[config.mk]
export PLATFORM = sky130hd
export DESIGN_NAME = wb_word_prefetch
export DESIGN_NICKNAME = d
export VERILOG_FILES = /design/src/rtl/wb_word_prefetch_pkg.sv /design/src/rtl/wb_word_prefetch_fifo_sync.sv /design/src/rtl/wb_word_prefetch.sv
export SDC_FILE = /design/constraint.sdc
export NUM_CORES = 1
export LEC_CHECK = 0
export CAP_MARGIN = 20
export CORE_UTILIZATION = 30
export DETAILED_ROUTE_END_ITERATION = 12
export SYNTH_ARGS = -nofsm -noshare
export SYNTH_HDL_FRONTEND = slang
export SYNTH_SLANG_ARGS = --single-unit
[constraint.sdc]
create_clock -name clk_i -period 11.2 [get_ports clk_i]
set_input_delay 1.68 -clock clk_i [delete_from_list [all_inputs] [get_ports clk_i]]
set_output_delay 1.68 -clock clk_i [all_outputs]
set_load 0.02 [all_outputs]
[src/rtl/wb_word_prefetch_pkg.sv]
// Shared definitions for the word prefetcher.
//   state_e : block sequencer states (idle, issuing reads, draining the FIFO)
//   clog2   : ceiling log2, sizes FIFO pointers and occupancy counters
package wb_word_prefetch_pkg;

    typedef enum logic [1:0] {
        ST_IDLE  = 2'd0,
        ST_RUN   = 2'd1,
        ST_DRAIN = 2'd2
    } state_e;

    function automatic int clog2(input int value);
        int r;
        int v;
        r = 0;
        v = 1;
        while (v < value) begin
            v = v << 1;
            r = r + 1;
        end
        return r;
    endfunction

endpackage

[src/rtl/wb_word_prefetch_fifo_sync.sv]
// Synchronous FIFO holding prefetched words.
//   clk_i   : clock
//   rst_i   : asynchronous active-high reset (storage, pointers, count)
//   flush_i : empties the FIFO; wins over a same-cycle push/pop
//   push_i  : write din_i at the tail
//   din_i   : word to write
//   pop_i   : advance the head (caller guarantees not empty)
//   head_o  : word at the head
//   count_o : registered occupancy
//   empty_o : occupancy is zero
module wb_word_prefetch_fifo_sync
    import wb_word_prefetch_pkg::*;
#(
    parameter int WIDTH = 48,
    parameter int DEPTH = 4
) (
    input  logic                        clk_i,
    input  logic                        rst_i,
    input  logic                        flush_i,
    input  logic                        push_i,
    input  logic [WIDTH-1:0]            din_i,
    input  logic                        pop_i,
    output logic [WIDTH-1:0]            head_o,
    output logic [clog2(DEPTH+1)-1:0]   count_o,
    output logic                        empty_o
);

    localparam int PW = clog2(DEPTH);
    localparam int CW = clog2(DEPTH + 1);

    logic [WIDTH-1:0] mem_q [DEPTH];
    logic [PW-1:0]    wr_ptr_q;
    logic [PW-1:0]    rd_ptr_q;
    logic [CW-1:0]    count_q;

    // Storage is cleared on reset so the head reads zero while empty.
    always_ff @(posedge clk_i or posedge rst_i) begin
        if (rst_i) begin
            for (int i = 0; i < DEPTH; i++) begin
                mem_q[i] <= '0;
            end
            wr_ptr_q <= '0;
            rd_ptr_q <= '0;
            count_q  <= '0;
        end else if (flush_i) begin
            wr_ptr_q <= '0;
            rd_ptr_q <= '0;
            count_q  <= '0;
        end else begin
            if (push_i) begin
                mem_q[wr_ptr_q] <= din_i;
                wr_ptr_q        <= wr_ptr_q + PW'(1);
            end
            if (pop_i) begin
                rd_ptr_q <= rd_ptr_q + PW'(1);
            end
            // Simultaneous push and pop leaves the occupancy unchanged.
            case ({push_i, pop_i})
                2'b10:   count_q <= count_q + CW'(1);
                2'b01:   count_q <= count_q - CW'(1);
                default: count_q <= count_q;
            endcase
        end
    end

    assign head_o  = mem_q[rd_ptr_q];
    assign count_o = count_q;
    assign empty_o = (count_q == '0);

endmodule

[src/rtl/wb_word_prefetch.sv]
// Streams a block of LENGTH words out of a synchronous block RAM, address 0
// upward, and presents them one at a time on a fetch/ready/value handshake.
// Reads are issued ahead into a small FIFO, limited by a credit rule so the
// FIFO can never overflow.
//   clk_i     : clock
//   rst_i     : asynchronous active-high reset
//   start_i   : pulse; (re)start a block at address 0, aborting any block in progress
//   ram_rd_o  : RAM read enable
//   ram_adr_o : RAM read address
//   ram_dat_i : RAM read data, valid LATENCY cycles after ram_rd_o
//   fetch_i   : downstream request, held until ready_o
//   ready_o   : value_o holds a valid word
//   value_o   : word at the FIFO head
//   busy_o    : block in progress
//   done_o    : pulse on the consume of the last word of a block
module wb_word_prefetch
    import wb_word_prefetch_pkg::*;
#(
    parameter int WIDTH   = 48,
    parameter int ABITS   = 6,
    parameter int LENGTH  = 64,
    parameter int LATENCY = 1,
    parameter int FDEPTH  = 4,
    parameter int DELAY   = 3
) (
    input  logic              clk_i,
    input  logic              rst_i,
    input  logic              start_i,
    output logic              ram_rd_o,
    output logic [ABITS-1:0]  ram_adr_o,
    input  logic [WIDTH-1:0]  ram_dat_i,
    input  logic              fetch_i,
    output logic              ready_o,
    output logic [WIDTH-1:0]  value_o,
    output logic              busy_o,
    output logic              done_o
);

    localparam int CW  = clog2(FDEPTH + 1);
    localparam int IW  = ABITS + 1;
    localparam int PCW = clog2(LATENCY + 1);

    if (LATENCY < 1 || LATENCY > 2 || FDEPTH < LATENCY + 1 || LENGTH < 1 ||
        LENGTH > (1 << ABITS) || DELAY < 0) begin : g_bad_params
        $error("wb_word_prefetch: unsupported parameter combination");
    end

    state_e             state_q, state_d;
    logic [ABITS-1:0]   adr_q, adr_d;
    logic [IW-1:0]      issued_q, issued_d;
    logic [LATENCY-1:0] vld_pipe_q, vld_pipe_d;

    logic [CW-1:0]      fifo_count;
    logic               fifo_empty;
    logic [WIDTH-1:0]   fifo_head;
    logic               fifo_push;
    logic               pop;
    logic [PCW-1:0]     inflight;
    logic               credit;
    logic               last_issue;
    logic               last_pop;

    wb_word_prefetch_fifo_sync #(
        .WIDTH (WIDTH),
        .DEPTH (FDEPTH)
    ) u_fifo_sync (
        .clk_i   (clk_i),
        .rst_i   (rst_i),
        .flush_i (start_i),
        .push_i  (fifo_push),
        .din_i   (ram_dat_i),
        .pop_i   (pop),
        .head_o  (fifo_head),
        .count_o (fifo_count),
        .empty_o (fifo_empty)
    );

    assign ready_o   = !fifo_empty;
    assign value_o   = fifo_head;
    assign ram_adr_o = adr_q;
    assign pop       = fetch_i && ready_o;
    // The word leaving the latency pipe is the RAM data of that cycle.
    assign fifo_push = vld_pipe_q[LATENCY-1];

    always_comb begin
        inflight = '0;
        for (int i = 0; i < LATENCY; i++) begin
            inflight = inflight + PCW'(vld_pipe_q[i]);
        end
    end

    // Conservative credit: a pop in this same cycle is not counted.
    assign credit     = (int'(fifo_count) + int'(inflight)) < FDEPTH;
    assign last_issue = ram_rd_o && (issued_q == IW'(LENGTH - 1));
    assign last_pop   = pop && (fifo_count == CW'(1)) && (inflight == '0);

    // State register
    always_ff @(posedge clk_i or posedge rst_i) begin
        if (rst_i) begin
            state_q <= ST_IDLE;
        end else begin
            state_q <= state_d;
        end
    end

    // Next-state logic; a start always (re)enters RUN, aborting any block.
    always_comb begin
        state_d = state_q;
        unique case (state_q)
            ST_IDLE: begin
                if (start_i) state_d = ST_RUN;
            end
            ST_RUN: begin
                if (start_i)         state_d = ST_RUN;
                else if (last_issue) state_d = ST_DRAIN;
            end
            ST_DRAIN: begin
                if (start_i)       state_d = ST_RUN;
                else if (last_pop) state_d = ST_IDLE;
            end
            default: state_d = ST_IDLE;
        endcase
    end

    // Outputs; a read is suppressed in the start cycle since the pipe is flushed.
    always_comb begin
        ram_rd_o = 1'b0;
        busy_o   = 1'b0;
        done_o   = 1'b0;
        case (state_q)
            ST_RUN: begin
                busy_o   = 1'b1;
                ram_rd_o = !start_i && credit && (issued_q < IW'(LENGTH));
            end
            ST_DRAIN: begin
                busy_o = 1'b1;
                done_o = !start_i && last_pop;
            end
            default: ;
        endcase
    end

    // Address holds at LENGTH-1 after the final read so it never runs past the block.
    always_comb begin
        adr_d      = adr_q;
        issued_d   = issued_q;
        vld_pipe_d = '0;
        if (start_i) begin
            adr_d    = '0;
            issued_d = '0;
        end else begin
            vld_pipe_d[0] = ram_rd_o;
            for (int i = 1; i < LATENCY; i++) begin
                vld_pipe_d[i] = vld_pipe_q[i-1];
            end
            if (ram_rd_o) begin
                issued_d = issued_q + IW'(1);
                if (!last_issue) begin
                    adr_d = adr_q + ABITS'(1);
                end
            end
        end
    end

    always_ff @(posedge clk_i or posedge rst_i) begin
        if (rst_i) begin
            adr_q      <= '0;
            issued_q   <= '0;
            vld_pipe_q <= '0;
        end else begin
            adr_q      <= adr_d;
            issued_q   <= issued_d;
            vld_pipe_q <= vld_pipe_d;
        end
    end

endmodule

==> key figures, run 1 <==
Run status
  – Run status: complete, no violations

Clock tree
  – CTS clock-pin slew for the worst setup and hold paths: 0.06 ns
  – CTS tree: yes
  – Clock net sink count: 215
  – Max H-tree Level: 1
  – Cts bufs inserted: 25
  – Clk Latency, worst-skew pair: 0.51 ns
  – Post-CTS resize count: 0
  – Clock root buffer master: sky130_fd_sc_hd__clkbuf_16
  – Cts-stage hold buffer count: 0
  – Number of buffers added for setup after CTS: 0
  – Clock Path Buffers: 3

Global routing
  – Overflow after GRT: 0
  – Largest net degree at the start of global routing: 80
  – Number of antenna violations at the first check in global routing: 0
  – Global-route wire length before repair: 33000 um
  – Via count of the first global-routing pass: about 5800
  – Aggregate global-route resource usage: between 10% and 20%

Critical path
  – Critical path's top delay family: buffers and inverters
  – CP bufs+invs: 4
  – Peak fanout along the critical path: 21
  – Worst Path Required: roughly 9.5 ns
  – Type of the worst setup path: input port to primary output
  – Ordered list of cells on the worst path: clkdlybuf4s50_1 > buf_4 > nor4b_4 > nand2_1 > inv_1 > clkdlybuf4s50_1
  – Most numerous cell on the critical path: sky130_fd_sc_hd__clkdlybuf4s50_1
  – Stage delay of the slowest cell on the critical path: ~0.62 ns
  – Critical path capture point type: primary output
  – Crit path launch type: input port
  – WP data arrival: around 3.7 ns
  – Slowest stage cell on the critical path: sky130_fd_sc_hd__clkdlybuf4s50_1

Flow run
  – Max capacitance violation total: 0

Power
  – PwrDens: 268 nW/um2
  – Static Leakage: 5.29 nW
  – Worst vdd ir: 0.0000928 V

Synth
  – Cell area after technology mapping: 9630 um2
  – Most common library cells after synthesis: 215 x sky130_fd_sc_hd__dfrtp_1, 194 x sky130_fd_sc_hd__mux2_2, 48 x sky130_fd_sc_hd__mux4_2, 19 x sky130_fd_sc_hd__buf_2, 17 x sky130_fd_sc_hd__nor2_1
  – Post-Synthesis Mean Instance Area: 15.9 um2
  – Post-synthesis cell type count: 38
  – Count of mapped cells out of synthesis: 605
  – Dominant cell type by area after synthesis: sky130_fd_sc_hd__dfrtp_1
  – Biggest area contributors in the synthesized netlist: sky130_fd_sc_hd__dfrtp_1 56%, sky130_fd_sc_hd__mux2_2 23%, sky130_fd_sc_hd__mux4_2 11%
  – Synth Register Bits: between 200 and 250
  – Most frequent cell after synthesis: sky130_fd_sc_hd__dfrtp_1
  – Primary flip-flop cell chosen by synthesis mapping: sky130_fd_sc_hd__dfrtp_1
  – Seq/Total Area, Yosys: about 56%
  – Fraction of synthesized cell area taken by the top area cell type: 55.9%
  – Number of flops mapped to enable cells by yosys: 0
  – Number of warning messages in the yosys log: 0
  – Ys async rst share: 100%
  – Net count of the mapped netlist: 671

Cells and area
  – Area of the multi-input gates: 4000 um2
  – Proportion of layout cells with a drive suffix above 1: 41.0%
  – Layout Nets: 783
  – Footprint of the flip-flops and latches: 5390 um2
  – Number of inserted diodes: 0
  – FILL cells: 2976
  – Synthesis-to-layout area growth: 23.5%
  – Post-layout utilization of the core: 37.7%

STA
  – Clock skew after layout: 0.0141 ns
  – Final Hold Violating Endpoints: 0
  – Max-Slew Margin vs Limit: 44.0%
  – Unrepaired setup endpoints after global routing: false
  – Measured slew at the worst slew-check pin: about 0.84 ns
  – Final Max Slew Viols: 0
  – Part of the cycle the worst path needs: between 40% and 50%
  – Maximum clock frequency: 0.186 GHz
  – Total Neg Setup Slack: 0 ns
  – Final count of negative-setup-slack endpoints: 0
  – Min Clock Period, post-route: 5.37 ns

Floorplan
  – Core footprint: about 32000 um2
  – Die ar.: 32800 um2
  – Width of the chip: 181 um
  – Number of placement rows: 65
  – Initial standard-cell utilization of the core: slightly above 30%
  – Height of the die: around 180 um
  – I/O Pins: 110

Drt
  – Detailed Route Iter0 Violations: between 200 and 250
  – Final routed DRC violation total: 0
  – Via density per instance: roughly 4.7
  – Average detailed-routed wire length per instance: 17.6 um
  – Detailed Routing Iterations Pass 1: 4
  – Routed WL: about 20000 um
  – Vias after detailed routing: 5348
  – Antenna-violating nets left: 0

Place
  – IO Port Bufs: around 110
  – Placed wire-length estimate: 11800 um
  – Placer's final routability congestion estimate: 0.746

Hold path
  – Classification of the worst-slack hold path: flip-flop to flip-flop
==> per-layer routing <==
metal	GRT usage, %	part of all wire (%)	routed length [um]	up-vias
met5	0	0	0	-
met2	21.3	49	9710	94
met1	16.5	45	9010	2792
li1	-	-	-	2439
met3	2.58	4.8	953	23
met4	3.19	1.6	310	0
==> cells in the final DEF (no fill, tap or decap), types with 2 or more instances in the layout <==
cell type	instances
sky130_fd_sc_hd__clkinv_2	5
sky130_fd_sc_hd__mux4_2	48
sky130_fd_sc_hd__o21ai_0	4
sky130_fd_sc_hd__and3_1	2
sky130_fd_sc_hd__mux2i_1	5
sky130_fd_sc_hd__inv_1	12
sky130_fd_sc_hd__mux2_2	194
sky130_fd_sc_hd__xnor2_1	4
sky130_fd_sc_hd__nand4_1	4
sky130_fd_sc_hd__buf_4	9
sky130_fd_sc_hd__clkbuf_8	5
sky130_fd_sc_hd__clkdlybuf4s50_1	109
sky130_fd_sc_hd__and2b_1	3
sky130_fd_sc_hd__or3_1	2
sky130_fd_sc_hd__dfrtp_1	213
sky130_fd_sc_hd__nand2_1	11
sky130_fd_sc_hd__xor2_1	5
sky130_fd_sc_hd__nand2_2	4
sky130_fd_sc_hd__nor2_1	17
sky130_fd_sc_hd__clkbuf_16	25
sky130_fd_sc_hd__nor2b_1	3
sky130_fd_sc_hd__ha_1	14
sky130_fd_sc_hd__nand3_1	6
sky130_fd_sc_hd__clkbuf_1	4
sky130_fd_sc_hd__nor3_1	2
==> kinds of logic (layout without fill, tap and decap cells) <==
| group | count (synthesis) | in the layout | share of synthesized area (%) |
|---|---|---|---|
| flops | 215 | 215 | 55.9 |
| buf+inv | 48 | 174 | 2.78 |
| xor+xnor | 9 | 9 | 0.818 |
| fa+ha+maj | 14 | 14 | 1.82 |
| mux | 248 | 248 | 34.5 |
| compound gates | 12 | 12 | 0.987 |
| simple gates | 59 | 59 | 3.21 |
==> report_power, final <==
part / switching, mW / internal, mW
sequential: 0.167 / 1.07
clock: 0.306 / 0.461
combinational: 0.484 / 0.707
==> through the flow <==
| stage | total power, mW | cell area [um2] | setup WS [ns] | hold WS, ns | instances |
|---|---|---|---|---|---|
| final | 3.20 | 11900 | 5.83 | 0.497 | 1133 |
| after global routing | 3.39 | 11900 | 5.70 | 0.507 | 1133 |
| after CTS | 3.25 | 11900 | 5.82 | 0.500 | 1132 |
| after detailed placement | 2.46 | 11100 | 5.83 | 0.487 | 1091 |
| after global placement | 2.44 | 11100 | 5.88 | 0.481 | 1091 |
| after floorplan | 2.03 | 9630 | 3.64 | 0.463 | 605 |
==> registers in the layout (all words and copies together) (netlist names) <==
register and flops:
u_fifo_sync.mem_q 192, issued_q 7, ram_adr_o 6, u_fifo_sync.count_o 3, state_q 2, u_fifo_sync.rd_ptr_q 2
u_fifo_sync.wr_ptr_q 2, fifo_push 1
==> worst reg2reg max path, stage by stage (launching register included) <==
cell                      delay [ns]
sky130_fd_sc_hd__dfrtp_1        0.50
sky130_fd_sc_hd__and2b_1        0.29
sky130_fd_sc_hd__nand2_2        0.52
sky130_fd_sc_hd__buf_4          0.55
sky130_fd_sc_hd__mux2_2         0.40
==> final cells by class <==
class / count / share of cell area (%)
multi-input cells: 342 / 33.6
well taps: 402 / 4.23
inverters: 14 / 0.505
flip-flops and latches: 215 / 45.2
repair buffers: 119 / 9.97
clock inverters: 7 / 0.526
clock buffers: 34 / 5.96
==> final timing paths <==
check,start,endpoint,slack (ns),depth (start not counted)
worst min-delay path,u_fifo_sync.mem_q[60],u_fifo_sync.mem_q[60],0.50,1
worst max register to register,fifo_push,u_fifo_sync.mem_q[37],8.82,4
max in group asynchronous,rst_i,u_fifo_sync.rd_ptr_q[0],8.26,3
worst min register to register,u_fifo_sync.mem_q[60],u_fifo_sync.mem_q[60],0.50,1
min in group asynchronous,rst_i,u_fifo_sync.mem_q[79],1.62,2
worst max-delay path,start_i,ram_rd_o,5.83,6
Power figures use the tool's default switching activity.
==> run 2, diff against run 1 <==
Clock period 11.2 ns to 4.86 ns, I/O delays scaled along.
==> key figures, run 2 (synthesized netlist as in run 1, its figures left out) <==
Place
  – Total placed instance area: 11200 um2 (was 11100 um2)
  – Placer's final routability congestion estimate: 0.758 (was 0.746)
  – IO Port Bufs: 109 (unchanged)
  – Placed wire-length estimate: 12200 um (was 11800 um)

Clock tree
  – Clock Path Buffers: 3 (unchanged)
  – Post-CTS resize count: 0 (unchanged)
  – Cts bufs inserted: 26 (was 25)
  – Clock root buffer master: sky130_fd_sc_hd__clkbuf_16 (unchanged)
  – Clk Latency, worst-skew pair: 0.52 ns (was 0.51 ns)
  – CTS tree: yes (unchanged)
  – CTS clock-pin slew for the worst setup and hold paths: 0.06 ns (about the same)
  – Clock net sink count: 215 (unchanged)
  – Max H-tree Level: 1 (unchanged)
  – Cts-stage hold buffer count: 0 (unchanged)
  – Number of buffers added for setup after CTS: 0 (unchanged)

Global routing
  – Overflow after GRT: 0 (unchanged)
  – Aggregate global-route resource usage: 12.5% (was 12.6%)
  – Number of antenna violations at the first check in global routing: 0 (unchanged)
  – Largest net degree at the start of global routing: 158 (was 80)
  – Global-route wire length before repair: 32800 um (was 33000 um)
  – Via count of the first global-routing pass: 5826 (was 5844)

Floorplan
  – Number of placement rows: 65 (unchanged)
  – Width of the chip: 181 um (unchanged)
  – Initial standard-cell utilization of the core: 30.5% (unchanged)
  – Height of the die: 181 um (unchanged)
  – Core footprint: 31600 um2 (unchanged)
  – I/O Pins: 110 (unchanged)
  – Die ar.: 32800 um2 (unchanged)

Flow run
  – Max capacitance violation total: 0 (unchanged)

Critical path
  – RR Startpoint: fifo_push (unchanged)
  – Critical path capture point type: primary output (unchanged)
  – Peak fanout along the critical path: 29 (was 21)
  – Crit path launch type: flip-flop (was input port)
  – Type of the worst setup path: flip-flop to primary output (was input port to primary output)
  – WP data arrival: 2.91 ns (was 3.69 ns)
  – Worst Path Required: 4.13 ns (was 9.52 ns)
  – Crit path from: u_fifo_sync.rd_ptr_q[0] (was start_i)

Run status
  – Run status: complete, no violations (unchanged)

Hold path
  – Classification of the worst-slack hold path: flip-flop to flip-flop (unchanged)
  – Min-delay src: u_fifo_sync.mem_q[127] (was u_fifo_sync.mem_q[60])

Cells and area
  – Largest reg by FF count: u_fifo_sync.mem_q (unchanged)
  – Commonest non-fill, non-tap cell in the layout: sky130_fd_sc_hd__dfrtp_1 (unchanged)
  – Highest-count cells in the layout ignoring fill and taps: 213 x sky130_fd_sc_hd__dfrtp_1, 194 x sky130_fd_sc_hd__mux2_2, 109 x sky130_fd_sc_hd__clkdlybuf4s50_1, 48 x sky130_fd_sc_hd__mux4_2, 27 x sky130_fd_sc_hd__clkbuf_16 (was 213 x sky130_fd_sc_hd__dfrtp_1, 194 x sky130_fd_sc_hd__mux2_2, 109 x sky130_fd_sc_hd__clkdlybuf4s50_1, 48 x sky130_fd_sc_hd__mux4_2, 25 x sky130_fd_sc_hd__clkbuf_16)
  – Post-layout utilization of the core: 38.1% (was 37.7%)
  – Final Instance Area: 12000 um2 (was 11900 um2)
  – Proportion of layout cells with a drive suffix above 1: 41.1% (was 41.0%)
  – Layout Nets: 786 (was 783)
  – Max reg flops: 192 (unchanged)
  – Synthesis-to-layout area growth: 24.7% (was 23.5%)

STA
  – Final Max Slew Viols: 0 (unchanged)
  – Part of the cycle the worst path needs: 74.9%
  – Max-Slew Margin vs Limit: 36.5% (was 44.0%)
  – Maximum clock frequency: 0.275 GHz
  – Final Hold Violating Endpoints: 0 (unchanged)
  – Min Clock Period, post-route: 3.64 ns
  – Final count of negative-setup-slack endpoints: 0 (unchanged)
  – Total Neg Setup Slack: 0 ns (unchanged)
  – Unrepaired setup endpoints after global routing: false (unchanged)
  – Measured slew at the worst slew-check pin: 0.953 ns (was 0.841 ns)
  – Clock skew after layout: 0.0122 ns (was 0.0141 ns)

Drt
  – Detailed Route Iter0 Violations: 213 (unchanged)
  – Final routed DRC violation total: 0 (unchanged)
  – Routed WL: 20000 um (about the same)
  – Average detailed-routed wire length per instance: 17.5 um (was 17.6 um)
  – Via density per instance: 4.72 (about the same)
  – Vias after detailed routing: 5386 (was 5348)
  – Detailed Routing Iterations Pass 1: 4 (unchanged)
  – Antenna-violating nets left: 0 (unchanged)

Power
  – Register share of total power: 38.4% (was 38.7%)
  – Fraction of power consumed by combinational cells: 36.6% (was 37.3%)
  – Switching power: 2.24 mW (was 0.957 mW)
  – Clock share of power: 25.0% (was 24.0%)
  – Fraction of power spent switching nets: 30.0% (about the same)
  – Cell internal pwr: 5.24 mW (was 2.24 mW)
  – Worst vdd ir: 0.000408 V (was 0.0000928 V)
  – Static Leakage: 5.33 nW (was 5.29 nW)
  – PwrDens: 623 nW/um2 (was 268 nW/um2)
run 2: cell count changes in the layout (fill, tap and decap cells not counted), sizes merged:
| cell | change |
|---|---|
| clkbuf | +5 |
| buf | +2 |
| clkinvlp | +2 |
| clkinv | -1 |
| diode | +1 |
run 2: per-layer routing:
metal  track usage (%)  part of all wire, %  vias to the layer above  wire (um)
met3              2.70                  4.3                       28        850
met5                 0                    0                        -          0
met1              16.8                   46                     2827       9240
met2              20.4                   47                       81       9470
met4              3.12                  2.2                        0        435
li1                  -                    -                     2450          -
run 2: final cells by class:
class                           instances  area, um2
Fill cell                            2974      19500
Sequential cell                       215       5390
Multi-Input combinational cell        342       4000
Timing Repair Buffer                  121       1230
Clock buffer                           39        761
Tap cell                              402        503
Clock inverter                          8       73.8
Inverter                               14       56.3
Antenna cell                            1       2.50
run 2: final timing paths:
kind / slack (ns) / to / cells past startpoint
min in group asynchronous: 0.76 / u_fifo_sync.rd_ptr_q[1] / 3
min: 0.50 / u_fifo_sync.mem_q[127] / 1
min reg2reg: 0.50 / u_fifo_sync.mem_q[127] / 1
max: 1.22 / value_o[44] / 3
max in group asynchronous: 3.33 / u_fifo_sync.mem_q[7] / 3
max reg2reg: 2.71 / u_fifo_sync.mem_q[4] / 4
run 2: metrics by stage:
step	worst slack (ns)	total power, mW	cells	hold slack [ns]
final	1.22	7.48	1142	0.499
after global placement	1.25	5.64	1094	0.482
after detailed placement	1.24	5.69	1094	0.489
after floorplan	1.33	4.67	605	0.463
after global routing	1.01	7.91	1141	0.508
after CTS	1.12	7.61	1141	0.502
run 2: power groups by stage:
stage / registers, mW / clock network (mW) / logic, mW
global route: 2.98 / 2.01 / 2.92
global placement: 2.90 / 0 / 2.74
detailed placement: 2.91 / 0 / 2.78
finish: 2.87 / 1.87 / 2.73
CTS: 2.88 / 1.94 / 2.79
floorplan: 2.71 / 0 / 1.95
run 2: worst max-delay path, cell delays in order, from the launching register on:
cell	delay [ns]
sky130_fd_sc_hd__dfrtp_4	0.85
sky130_fd_sc_hd__buf_4	0.41
sky130_fd_sc_hd__mux4_2	0.56
sky130_fd_sc_hd__clkdlybuf4s50_1	0.56
==> run 3, diff against run 2 <==
Clock period 4.86 ns to 3 ns, I/O delays scaled along.
==> key figures, run 3 (synthesized netlist as in run 1, its figures left out) <==
Run status
  – Run status: complete, no violations (unchanged)

Drt
  – Highest metal used: met4 (unchanged)
  – Detailed Route Iter0 Violations: 160 (was 213)
  – Vias after detailed routing: 5443 (was 5386)
  – Final routed DRC violation total: 0 (unchanged)
  – Detailed Routing Iterations Pass 1: 4 (unchanged)
  – Metal-1 WL: 9420 um (was 9240 um)
  – Routed WL: 20300 um (was 20000 um)
  – Antenna-violating nets left: 0 (unchanged)
  – Via density per instance: 4.75 (was 4.72)
  – Average detailed-routed wire length per instance: 17.7 um (was 17.5 um)
  – Routed met2 length: 9780 um (was 9470 um)
  – Total length of routed met3 wires: 821 um (was 850 um)

Clock tree
  – Cts bufs inserted: 25 (was 26)
  – CTS tree: yes (unchanged)
  – Max H-tree Level: 1 (unchanged)
  – Clock root buffer master: sky130_fd_sc_hd__clkbuf_16 (unchanged)
  – CTS clock-pin slew for the worst setup and hold paths: 0.06 ns (about the same)
  – Clock Path Buffers: 3 (unchanged)
  – Clk Latency, worst-skew pair: 0.51 ns (was 0.52 ns)
  – Clock net sink count: 215 (unchanged)
  – Cts-stage hold buffer count: 0 (unchanged)

Power
  – Switching power: 3.57 mW (was 2.24 mW)
  – PwrDens: 993 nW/um2 (was 623 nW/um2)
  – Fraction of power consumed by combinational cells: 38.5% (was 36.6%)
  – Worst vdd ir: 0.000369 V (was 0.000408 V)
  – Register share of total power: 37.8% (was 38.4%)
  – Total power after layout: 12.0 mW (was 7.48 mW)
  – Fraction of power spent switching nets: 29.7% (was 30.0%)
  – Clock share of power: 23.7% (was 25.0%)
  – Cell internal pwr: 8.45 mW (was 5.24 mW)
  – Static Leakage: 5.41 nW (was 5.33 nW)

Critical path
  – Crit path launch type: flip-flop (unchanged)
  – Peak fanout along the critical path: 24 (was 29)
  – Worst Path Required: 2.55 ns (was 4.13 ns)
  – Critical path capture point type: primary output (unchanged)
  – Type of the worst setup path: flip-flop to primary output (unchanged)
  – WP data arrival: 2.36 ns (was 2.91 ns)
  – R2r setup slk: 1.08 ns (was 2.71 ns)

STA
  – Clock skew after layout: 0.0128 ns (was 0.0122 ns)
  – Total Neg Setup Slack: 0 ns (unchanged)
  – Part of the cycle the worst path needs: a little over nine tenths
  – Final count of negative-setup-slack endpoints: 0 (unchanged)
  – Hold slack final: 0.365 ns (was 0.499 ns)
  – Final Hold Violating Endpoints: 0 (unchanged)
  – Unrepaired setup endpoints after global routing: false (unchanged)
  – Max-Slew Margin vs Limit: 58.8% (was 36.5%)
  – Maximum clock frequency: 0.356 GHz
  – Min Clock Period, post-route: 2.81 ns
  – Measured slew at the worst slew-check pin: 0.616 ns (was 0.953 ns)
  – Final Max Slew Viols: 0 (unchanged)

Cells and area
  – Proportion of layout cells with a drive suffix above 1: 41.2% (was 41.1%)
  – Max reg flops: 192 (unchanged)
  – Highest-count cells in the layout ignoring fill and taps: 213 x sky130_fd_sc_hd__dfrtp_1, 194 x sky130_fd_sc_hd__mux2_2, 107 x sky130_fd_sc_hd__clkdlybuf4s50_1, 48 x sky130_fd_sc_hd__mux4_2, 25 x sky130_fd_sc_hd__clkbuf_16 (was 213 x sky130_fd_sc_hd__dfrtp_1, 194 x sky130_fd_sc_hd__mux2_2, 109 x sky130_fd_sc_hd__clkdlybuf4s50_1, 48 x sky130_fd_sc_hd__mux4_2, 27 x sky130_fd_sc_hd__clkbuf_16)
  – Final Instance Area: 12100 um2 (was 12000 um2)
  – Synthesis-to-layout area growth: 25.7% (was 24.7%)
  – Largest reg by FF count: u_fifo_sync.mem_q (unchanged)
  – Number of non-filler instances in the completed layout: 1145 (was 1142)
  – Commonest non-fill, non-tap cell in the layout: sky130_fd_sc_hd__dfrtp_1 (unchanged)
  – Number of inserted diodes: 0 (was 1)
  – Layout Nets: 794 (was 786)

Flow run
  – Max capacitance violation total: 0 (unchanged)

Global routing
  – Global-route wire length before repair: 33200 um (was 32800 um)
  – Via count of the first global-routing pass: 5817 (was 5826)
  – Largest net degree at the start of global routing: 56 (was 158)
  – Overflow after GRT: 0 (unchanged)
  – Aggregate global-route resource usage: 12.8% (was 12.5%)
  – Number of antenna violations at the first check in global routing: 0 (unchanged)

Place
  – Placed wire-length estimate: 12300 um (was 12200 um)
  – IO Port Bufs: 109 (unchanged)
  – Post-Place Cells: 1103 (was 1094)
  – Total placed instance area: 11300 um2 (was 11200 um2)
  – Placer's final routability congestion estimate: 0.729 (was 0.758)

Floorplan
  – Height of the die: 181 um (unchanged)
  – Core footprint: 31600 um2 (unchanged)
  – Initial standard-cell utilization of the core: 30.5% (unchanged)
  – Width of the chip: 181 um (unchanged)
  – Die ar.: 32800 um2 (unchanged)
  – I/O Pins: 110 (unchanged)
  – Number of placement rows: 65 (unchanged)

Hold path
  – Classification of the worst-slack hold path: input port to asynchronous set/reset pin (was flip-flop to flip-flop)
==> run 3: repair_timing <==
| action | in CTS | in global routing |
|---|---|---|
| setup buffers | 0 | 0 |
| resized for setup | 0 | 2 |
| setup endpoints to repair | 0 | 2 |
==> run 3: area by class of cell <==
class / instances / area [um2]
flip-flops and latches: 215 / 5390
inverters: 14 / 56.3
multi-input cells: 342 / 4000
fillers: 2983 / 19400
repair buffers: 130 / 1400
clock inverters: 2 / 35.0
well taps: 402 / 503
clock buffers: 40 / 732
==> run 3: worst paths after layout <==
path	start	to	cells past startpoint
setup / recovery	u_fifo_sync.rd_ptr_q[0]	value_o[39]	3
hold / removal	rst_i	u_fifo_sync.count_o[2]	2
setup reg to reg	state_q[1]	ram_adr_o[4]	7
hold reg to reg	u_fifo_sync.mem_q[61]	u_fifo_sync.mem_q[61]	1
max in group asynchronous	rst_i	u_fifo_sync.mem_q[184]	3
min in group clk_i	u_fifo_sync.mem_q[61]	u_fifo_sync.mem_q[61]	1
==> run 3: power groups by stage <==
stage | registers, mW | logic (mW) | clock network [mW]
finish | 4.55 | 4.63 | 2.85
global route | 4.70 | 4.95 | 3.10
CTS | 4.55 | 4.73 | 2.96
detailed placement | 4.59 | 4.72 | 0
global placement | 4.56 | 4.65 | 0
floorplan | 4.40 | 3.16 | 0
==> run 3: critical path, stage by stage, from the launching register on <==
cell and delay [ns]:
sky130_fd_sc_hd__dfrtp_4 0.44, sky130_fd_sc_hd__buf_12 0.23, sky130_fd_sc_hd__mux4_2 0.57, sky130_fd_sc_hd__clkdlybuf4s50_1 0.57
==> run 3: metal layers <==
metal | vias to the layer above | global-route usage, %
li1 | 2467 | -
met1 | 2856 | 17.6
met2 | 89 | 20.8
met3 | 31 | 2.38
met4 | 0 | 3.02
met5 | - | 0
==> run 3: metrics by stage <==
step | setup slack, ns | utilization, %
after floorplan | -0.248 | -
after global placement | 0.434 | 35.9
after detailed placement | 0.419 | 35.9
after CTS | 0.0636 | 38.4
after global routing | 0.0985 | 38.4
final | 0.190 | 38.4
